<file path="src/rtl/gsensor_spi_responder_if.sv">
// Pin bundle for the G-sensor SPI responder: SPI link, local register port
// and write-notification outputs.
interface gsensor_spi_responder_if;
  logic       SPI_SCLK;
  logic       SPI_CS_N;
  logic       SPI_MOSI;
  logic       SPI_MISO;
  logic       SPI_MISO_OE;
  logic       LOC_WR_EN;
  logic [5:0] LOC_ADDR;
  logic [7:0] LOC_WDATA;
  logic [7:0] LOC_RDATA;
  logic       SPI_WR_STROBE;
  logic [5:0] SPI_WR_ADDR;
  logic [7:0] SPI_WR_DATA;
  logic       BUSY;

  modport master (
    output SPI_SCLK, SPI_CS_N, SPI_MOSI, LOC_WR_EN, LOC_ADDR, LOC_WDATA,
    input  SPI_MISO, SPI_MISO_OE, LOC_RDATA, SPI_WR_STROBE, SPI_WR_ADDR,
           SPI_WR_DATA, BUSY
  );

  modport slave (
    input  SPI_SCLK, SPI_CS_N, SPI_MOSI, LOC_WR_EN, LOC_ADDR, LOC_WDATA,
    output SPI_MISO, SPI_MISO_OE, LOC_RDATA, SPI_WR_STROBE, SPI_WR_ADDR,
           SPI_WR_DATA, BUSY
  );
endinterface

</file>
<file path="src/rtl/gsensor_spi_responder.sv">
// SPI mode-3 slave emulating an ADXL345-style accelerometer: 64x8 register
// file with single/burst SPI access and a local fabric port.
module gsensor_spi_responder #(
  parameter int unsigned SYNC_STAGES = 2,
  parameter logic [7:0]  DEVID       = 8'hE5
) (
  input logic                     CLK,
  input logic                     RST_BTN_N,
  gsensor_spi_responder_if.slave  bus
);

  localparam logic [1:0] ST_IDLE = 2'd0;
  localparam logic [1:0] ST_CMD  = 2'd1;
  localparam logic [1:0] ST_DATA = 2'd2;

  logic [SYNC_STAGES-1:0] sclk_sync, cs_sync, mosi_sync;
  logic       sclk_d, cs_d;
  logic       sclk_s, cs_s, mosi_s;
  logic       sclk_rise, sclk_fall, cs_rise, cs_fall;

  logic [1:0] state;
  logic [2:0] bit_cnt;
  logic [7:0] shift_in, shift_out;
  logic       rw, mb;
  logic [5:0] addr;
  logic       miso, miso_oe, busy;
  logic       wr_strobe;
  logic [5:0] wr_addr;
  logic [7:0] wr_data;
  logic [7:0] loc_rdata;

  logic [7:0] regs [64];

  logic       byte_done, spi_we, loc_we;
  logic [7:0] in_byte;
  logic [5:0] next_addr, rd_sel;
  logic [7:0] rd_data;

  // Idle values preload the synchronizers so reset release creates no edges.
  always_ff @(posedge CLK) begin
    if (!RST_BTN_N) begin
      sclk_sync <= '1;
      cs_sync   <= '1;
      mosi_sync <= '0;
      sclk_d    <= 1'b1;
      cs_d      <= 1'b1;
    end else begin
      sclk_sync <= {sclk_sync[SYNC_STAGES-2:0], bus.SPI_SCLK};
      cs_sync   <= {cs_sync[SYNC_STAGES-2:0], bus.SPI_CS_N};
      mosi_sync <= {mosi_sync[SYNC_STAGES-2:0], bus.SPI_MOSI};
      sclk_d    <= sclk_s;
      cs_d      <= cs_s;
    end
  end

  assign sclk_s    = sclk_sync[SYNC_STAGES-1];
  assign cs_s      = cs_sync[SYNC_STAGES-1];
  assign mosi_s    = mosi_sync[SYNC_STAGES-1];
  assign sclk_rise = sclk_s & ~sclk_d;
  assign sclk_fall = ~sclk_s & sclk_d;
  assign cs_rise   = cs_s & ~cs_d;
  assign cs_fall   = ~cs_s & cs_d;

  assign in_byte   = {shift_in[6:0], mosi_s};
  assign byte_done = (state != ST_IDLE) && sclk_rise && !cs_rise && (bit_cnt == 3'd7);
  assign spi_we    = (state == ST_DATA) && !rw && byte_done && (addr != 6'd0);
  assign next_addr = mb ? addr + 6'd1 : addr;
  assign rd_sel    = (state == ST_CMD) ? in_byte[5:0] : next_addr;
  assign rd_data   = regs[rd_sel];
  // SPI write wins when both ports target the same address in one cycle.
  assign loc_we    = bus.LOC_WR_EN && (bus.LOC_ADDR != 6'd0) &&
                     !(spi_we && (bus.LOC_ADDR == addr));

  always_ff @(posedge CLK) begin
    if (!RST_BTN_N) begin
      state     <= ST_IDLE;
      bit_cnt   <= '0;
      shift_in  <= '0;
      shift_out <= '0;
      rw        <= 1'b0;
      mb        <= 1'b0;
      addr      <= '0;
      miso      <= 1'b0;
      miso_oe   <= 1'b0;
      busy      <= 1'b0;
      wr_strobe <= 1'b0;
      wr_addr   <= '0;
      wr_data   <= '0;
    end else begin
      wr_strobe <= spi_we;
      if (spi_we) begin
        wr_addr <= addr;
        wr_data <= in_byte;
      end
      if (cs_rise) begin
        state   <= ST_IDLE;
        bit_cnt <= '0;
        busy    <= 1'b0;
        miso_oe <= 1'b0;
        miso    <= 1'b0;
      end else begin
        case (state)
          ST_IDLE: begin
            if (cs_fall) begin
              bit_cnt <= '0;
              busy    <= 1'b1;
              miso_oe <= 1'b1;
              miso    <= 1'b0;
              state   <= ST_CMD;
            end
          end
          ST_CMD: begin
            if (sclk_rise) begin
              shift_in <= in_byte;
              bit_cnt  <= bit_cnt + 3'd1;
              if (bit_cnt == 3'd7) begin
                rw    <= in_byte[7];
                mb    <= in_byte[6];
                addr  <= in_byte[5:0];
                state <= ST_DATA;
                if (in_byte[7]) shift_out <= rd_data;
              end
            end
          end
          ST_DATA: begin
            if (sclk_rise) begin
              shift_in <= in_byte;
              bit_cnt  <= bit_cnt + 3'd1;
              if (bit_cnt == 3'd7) begin
                addr <= next_addr;
                if (rw) shift_out <= rd_data;
              end
            end else if (sclk_fall && rw) begin
              miso      <= shift_out[7];
              shift_out <= {shift_out[6:0], 1'b0};
            end
          end
          default: state <= ST_IDLE;
        endcase
      end
    end
  end

  always_ff @(posedge CLK) begin
    if (!RST_BTN_N) begin
      for (int unsigned i = 0; i < 64; i++) regs[6'(i)] <= '0;
      regs[0]   <= DEVID;
      loc_rdata <= '0;
    end else begin
      loc_rdata <= regs[bus.LOC_ADDR];
      if (spi_we) regs[addr] <= in_byte;
      if (loc_we) regs[bus.LOC_ADDR] <= bus.LOC_WDATA;
    end
  end

  assign bus.SPI_MISO      = miso;
  assign bus.SPI_MISO_OE   = miso_oe;
  assign bus.BUSY          = busy;
  assign bus.SPI_WR_STROBE = wr_strobe;
  assign bus.SPI_WR_ADDR   = wr_addr;
  assign bus.SPI_WR_DATA   = wr_data;
  assign bus.LOC_RDATA     = loc_rdata;

endmodule

</file>
<file path="src/flat_wrapper.sv">
// flat-port wrapper written by rule: the top's interface ports become plain ports
module gsensor_spi_responder_flat 
#(
  parameter int unsigned SYNC_STAGES = 2,
  parameter logic [7:0]  DEVID       = 8'hE5
)
  (CLK, RST_BTN_N, bus_SPI_SCLK, bus_SPI_CS_N, bus_SPI_MOSI, bus_LOC_WR_EN, bus_LOC_ADDR, bus_LOC_WDATA, bus_SPI_MISO, bus_SPI_MISO_OE, bus_LOC_RDATA, bus_SPI_WR_STROBE, bus_SPI_WR_ADDR, bus_SPI_WR_DATA, bus_BUSY);
  gsensor_spi_responder_if bus_i ();
  input logic CLK;
  input logic RST_BTN_N;
  input wire logic [$bits(bus_i.SPI_SCLK)-1:0] bus_SPI_SCLK;
  input wire logic [$bits(bus_i.SPI_CS_N)-1:0] bus_SPI_CS_N;
  input wire logic [$bits(bus_i.SPI_MOSI)-1:0] bus_SPI_MOSI;
  input wire logic [$bits(bus_i.LOC_WR_EN)-1:0] bus_LOC_WR_EN;
  input wire logic [$bits(bus_i.LOC_ADDR)-1:0] bus_LOC_ADDR;
  input wire logic [$bits(bus_i.LOC_WDATA)-1:0] bus_LOC_WDATA;
  output wire logic [$bits(bus_i.SPI_MISO)-1:0] bus_SPI_MISO;
  output wire logic [$bits(bus_i.SPI_MISO_OE)-1:0] bus_SPI_MISO_OE;
  output wire logic [$bits(bus_i.LOC_RDATA)-1:0] bus_LOC_RDATA;
  output wire logic [$bits(bus_i.SPI_WR_STROBE)-1:0] bus_SPI_WR_STROBE;
  output wire logic [$bits(bus_i.SPI_WR_ADDR)-1:0] bus_SPI_WR_ADDR;
  output wire logic [$bits(bus_i.SPI_WR_DATA)-1:0] bus_SPI_WR_DATA;
  output wire logic [$bits(bus_i.BUSY)-1:0] bus_BUSY;
  assign bus_i.SPI_SCLK = bus_SPI_SCLK;
  assign bus_i.SPI_CS_N = bus_SPI_CS_N;
  assign bus_i.SPI_MOSI = bus_SPI_MOSI;
  assign bus_i.LOC_WR_EN = bus_LOC_WR_EN;
  assign bus_i.LOC_ADDR = bus_LOC_ADDR;
  assign bus_i.LOC_WDATA = bus_LOC_WDATA;
  assign bus_SPI_MISO = bus_i.SPI_MISO;
  assign bus_SPI_MISO_OE = bus_i.SPI_MISO_OE;
  assign bus_LOC_RDATA = bus_i.LOC_RDATA;
  assign bus_SPI_WR_STROBE = bus_i.SPI_WR_STROBE;
  assign bus_SPI_WR_ADDR = bus_i.SPI_WR_ADDR;
  assign bus_SPI_WR_DATA = bus_i.SPI_WR_DATA;
  assign bus_BUSY = bus_i.BUSY;
  gsensor_spi_responder #(.SYNC_STAGES(SYNC_STAGES), .DEVID(DEVID)) u_core (.CLK(CLK), .RST_BTN_N(RST_BTN_N), .bus(bus_i));
endmodule
</file>
<file path="config.mk">
export PLATFORM = sky130hd
export DESIGN_NAME = gsensor_spi_responder_flat
export DESIGN_NICKNAME = d
export VERILOG_FILES = /design/src/rtl/gsensor_spi_responder_if.sv /design/src/rtl/gsensor_spi_responder.sv /design/src/flat_wrapper.sv
export SDC_FILE = /design/constraint.sdc
export NUM_CORES = 1
export LEC_CHECK = 0
export BUFFER_PORTS_ARGS = -buffer_cell sky130_fd_sc_hd__buf_4
export CORE_MARGIN = 2
export CORE_UTILIZATION = 55
export CTS_BUF_LIST = sky130_fd_sc_hd__clkbuf_8 sky130_fd_sc_hd__clkbuf_16
export DETAILED_ROUTE_END_ITERATION = 10
export PLACE_DENSITY = 0.71
export SLEW_MARGIN = 20
export SYNTH_ARGS = -nofsm -noshare
export SYNTH_HDL_FRONTEND = slang
export SYNTH_SLANG_ARGS = --single-unit
</file>
<file path="constraint.sdc">
create_clock -name CLK -period 3.75 [get_ports CLK]
set_clock_uncertainty 0.1 [all_clocks]
set_input_delay 0.375 -clock CLK [delete_from_list [all_inputs] [get_ports CLK]]
set_output_delay 0.375 -clock CLK [all_outputs]
set_load 0.005 [all_outputs]
</file>
# Yosys cells after proc, flatten, opt, wreduce, memory -nomap -nowiden
# Memories as Yosys holds them, arrays and structs flattened. A register that Yosys moved wholly into a read port is not among the register bits.
# Cells that the tools add are included.
# totals
register_bits	53
output_inout_bits	26
inputBits	20
ram_bits	512
wordCells	121
memories	1
# mem_list
memory	depth	word_bits	read_ports	rd_clocked_by_memory_dff	write_ports	line	text
u_core.regs	64	8	2	1	64	gsensor_spi_responder.sv:32	logic [7:0] regs [64];
# op_classes
eq_ne	16
n_bitwise	12
n_reduce_logical	33
add_sub_neg	2
n_mux	40
# ops
cell	count
$mux 8	10
$mux 6	8
$pmux 8 s2	1
$reduce_or 8->1	2
$ne 2x1->1 const B	7
$mux 1	12
$pmux 6 s2	1
$reduce_and 4->1	3
$reduce_bool 6->1	2
$logic_and 1x1->1	10
$reduce_and 8->1	1
$reduce_bool 2->1	4
$not 1->1	7
$add 6x1->6 const B	1
$eq 6x6->1	1
$mux 2	3
$mux 3	2
$ne 3x3->1 const B	2
$pmux 2 s3	1
$pmux 3 s2	1
$reduce_and 3->1	2
$reduce_and 6->1	1
$and 1x1->1	4
$logic_not 1->1	4
11 further kinds	13

# Longest topological paths before layout
# logic_depth
depth_word	15
ltp_mapped	14
mapped_depth_nobuf	11

# Least setup slack after synthesis
# Ideal clock, no wire load.
# synth_timing
path_type	register to register
startpoint	register u_core.bit_cnt[0]
endpoint	memory u_core.regs[0][0], enable pin
path_stages_with_launch	13
setup_ps	384
path_buffers	3
arrival_time_ps	2816
period_less_slack_ps	3300
required_time_ps	3266
slack_ps	450
path_cell_list	dfxtp_1 -> ha_1 -> ha_1 -> and3b_1 -> nand2_1 -> nor4_1 -> o31a_1 -> buf_2 -> nand2_1 -> or2_2 -> clkbuf_1 -> clkbuf_1 -> o21ai_0
# synth_lines
element	line	text
from (decl)	gsensor_spi_responder.sv:22	logic [2:0] bit_cnt;
from (signal assigned)	gsensor_spi_responder.sv:115	bit_cnt <= bit_cnt + 3'd1;
from (signal assigned)	gsensor_spi_responder.sv:128	bit_cnt <= bit_cnt + 3'd1;
to (decl)	gsensor_spi_responder.sv:32	

==> flow_summary_export.csv <==
group,metric,value,unit
power,power_density,440.2,mW/mm2
sta,slew_headroom,0.1842,
drt,routed_via_density,8.089,
worst_setup_path,cp_data_required_time,3.96,ns
logic_synthesis,synth.avg_cell_area,11.47,um2
logic_synthesis,synth.area.mux_share,0.06941,
outcome,outcome,"finished clean",
cells_and_area,layout_commonest_cell,"a22o_1",
logic_synthesis,syn_inst,2759,
grt,grt_max_degree,99,
cells_and_area,multiInputGateArea,0.01403,mm2
logic_synthesis,synth_compound_area_frac,0.2577,
worst_setup_path,crit_arrival,3.83,ns
placement,placed_cell_area,0.03423,mm2
sta,period_share,0.9668,
die,fp.dieW,243.9,um
clocking,path_clk_slew,0.05,ns
cells_and_area,post_route_cells_drive_above_1_share,0.1917,
logic_synthesis,ys_ff_latch,573,
die,dieHeight,243.9,um
logic_synthesis,yosysSeqAreaShare,0.5243,
drt,drc,0,
sta,drv_slew,0,
die,core,0.05660,mm2
cells_and_area,nets,2883,
grt,grt_pass1_vias,27180,
drt,ant_nets,0,
logic_synthesis,yosys.area_share.simple,0.1051,
logic_synthesis,synth.distinct_cells,61,
grt,antenna_found_initial,5,
clocking,cts_tree,"done",
clocking,cts-root-buf,"clkbuf_16",
die,num_io_pins,46,
clocking,cts_inserted_buffers,66,
power,vdd_drop_max,0.3963,mV
power,combinationalPowerShare,0.105,
drt,first_iter_violations,5863,
drt,via_count,29660,
grt,grt_usage,0.4831,
sta,setup_ws,0.1243,ns
clocking,htreeDepth,3,
logic_synthesis,synth_adder_area_share,0.003162,
power,sw_frac_of_total,0.2627,
drt,routedWlPerCell,39.70,um
drt,drt_wl_total,145500,um
worst_setup_path,crit_type,"reg -> reg",
cells_and_area,area_growth,15.75,%
clocking,clock-sinks,573,
cells_and_area,fin_util,0.6473,
placement,place_hpwl,95190,um
power,p_int,11.89,mW
logic_synthesis,netlist_area,0.03166,mm2
worst_setup_path,cp-end-kind,"flip-flop",
logic_synthesis,ys.flop_type,"edfxtp_1",
logic_synthesis,synth_edf_count,512,
die,dieArea,0.05949,mm2
power,p_sw,4.237,mW
cells_and_area,mostFrequentLayoutCells,"a22o_1, edfxtp_1, buf_4",
sta,finalSetupViolCount,0,
logic_synthesis,synthXorXnorAreaFrac,0.002213,
power,power_frac_seq,0.472,
die,rows,87,
placement,port_buffers,45,
sta,final_hold_viol_count,0,
placement,globalplace.congestion,1.033,
worst_setup_path,startpoint_type,"flip-flop",
sta,finalSetupTns,0,ns
die,start_util,0.5592,
worst_setup_path,path_max_fanout,8,
hold_path,min_path_type,"reg -> reg",
sta,max_freq,275.8,MHz
cells_and_area,fin_area,0.03664,mm2
power,p_leak,12.75,nW
logic_synthesis,async_flop_share,0,
clocking,cts_buffer_depth,3,
cells_and_area,seq_area,0.01661,mm2
clocking,insertion_delay,0.63,ns
drt,first_pass_iters,7,
placement,dp_slack,-0.2679,ns
sta,min_period,3.626,ns
sta,worst_pin_slew,1.212,ns
worst_setup_path,regToRegSetupSlack,0.12,ns
grt,grt-ovfl-total,0,
cells_and_area,fill_cells,4349,
run,cap_viol_max_count,0,
sta,rsz0062_at_grt,"false",
logic_synthesis,yosysWarningCount,0,
power,clockPowerShare,0.423,
grt,grt_pass1_wl,204300,um
logic_synthesis,synth_top_family_by_area,"compound AO/OA/AOI/OAI gates",
logic_synthesis,syn_nets,2787,
-- state kept, by name, summed over array words and instances (netlist names) --
name                      cells
u_core.shift_in               7
u_core.regs                 512
u_core.mb                     1
u_core.bus.SPI_WR_ADDR        6
u_core.cs_d                   1
u_core.mosi_sync              2
u_core.sclk_sync              2
u_core.bus.SPI_MISO           1
u_core.state                  2
u_core.bus.SPI_MISO_OE        1
u_core.sclk_d                 1
u_core.rw                     1
u_core.cs_sync                2
u_core.bus.LOC_RDATA          8
u_core.addr                   6
u_core.shift_out              8
u_core.bit_cnt                3
u_core.bus.SPI_WR_DATA        8
u_core.bus.SPI_WR_STROBE      1
-- cells in the mapped netlist (all sizes together) (6+ instances only) --
cell type  count  area [um2]
a22o         566        4957
edfxtp       512       15370
clkbuf       245       919.6
nand2        212       795.8
nor2         189       729.4
a22oi        133       998.5
nand3         96       480.5
or3           78       488.0
a31oi         71       444.2
mux4          67        1509
a221oi        65       586.8
mux2i         62       620.6
dfxtp         61        1221
a21oi         57       285.3
buf           56       236.5
o21ai         36       180.2
a211oi        25       187.7
nor3          24       120.1
nor4          24       150.1
nand4         23       143.9
inv           12       45.04
nand2b        11       68.82
and2          10       62.56
o2111ai       10       87.58
or2            9       56.30
a2111oi        8       70.07
ha             8       100.1
nand3b         7       52.55
nor2b          7       43.79
a32oi          6       52.55
mux2           6       67.56
o31a           6       52.55
-- layer usage --
layer  share of wire  global-route usage  vias to the layer above  wire length, um
li1                -                   -                    11430                -
met1            0.34              0.6378                    14290            49130
met2            0.40              0.6801                     3208            58880
met3            0.18              0.1884                      716            26260
met4           0.077              0.2703                        6            11230
met5         0.00025                   0                        -               37
-- through the flow --
step / power, mW / hold WS (ns) / instances
finish: 16.13 / 0.3066 / 3666
floorplan: 8.431 / 0.2863 / 2759
CTS: 15.94 / 0.3058 / 3661
detailed placement: 9.278 / 0.2958 / 3535
global placement: 9.276 / 0.3021 / 3535
global route: 16.33 / 0.3250 / 3662
-- worst max-delay path, cell delays in order, from the launching register on --
cell and delay, ns:
dfxtp_1 0.35, ha_1 0.18, ha_1 0.17, and3b_1 0.26, nand2_1 0.10, nor4_2 0.28, o31a_1 0.27, buf_4 0.19
a221oi_4 0.07, buf_4 0.22, nand2_1 0.10, buf_4 0.34, nor2_1 0.13, or3_1 0.56
-- final timing paths --
path                     startpoint                 end  depth (start not counted)
setup / recovery  u_core.bit_cnt[0]  u_core.regs[61][0]                         13
hold / removal    u_core.cs_sync[0]   u_core.cs_sync[1]                          1
setup reg to reg  u_core.bit_cnt[0]  u_core.regs[61][0]                         13
hold reg to reg   u_core.cs_sync[0]   u_core.cs_sync[1]                          1
-- final cells by class --
cell class / instances / share of cell area
antenna: 4 / 0.0002732
clock buffer: 69 / 0.04651
clock inverter: 50 / 0.01444
inverter: 14 / 0.001468
multi-input combinational: 1871 / 0.3830
sequential: 573 / 0.4534
tap: 756 / 0.02581
timing repair buffer: 329 / 0.07509
-- power by group through the flow --
stage | clock network (mW) | registers, mW | logic [mW]
floorplan | 0 | 7.50 | 0.929
global placement | 0 | 7.70 | 1.57
detailed placement | 0 | 7.69 | 1.58
CTS | 6.77 | 7.57 | 1.60
global route | 7.00 | 7.60 | 1.72
finish | 6.82 | 7.61 | 1.69
-- logic make-up after synthesis --
group	count (synthesis)
simple gates	707
mux	135
compound gates	1013
buf+inv	315
xor+xnor	8
flops	573
fa+ha+maj	8
-- what timing repair did --
item	in CTS	in global routing
buffers inserted	1	1
setup endpoints to repair	43	157
hold buffers	6	0
resized for setup	4	13
hold endpoints to repair	7	0
Note: power is estimated with default switching activity, not from simulation.
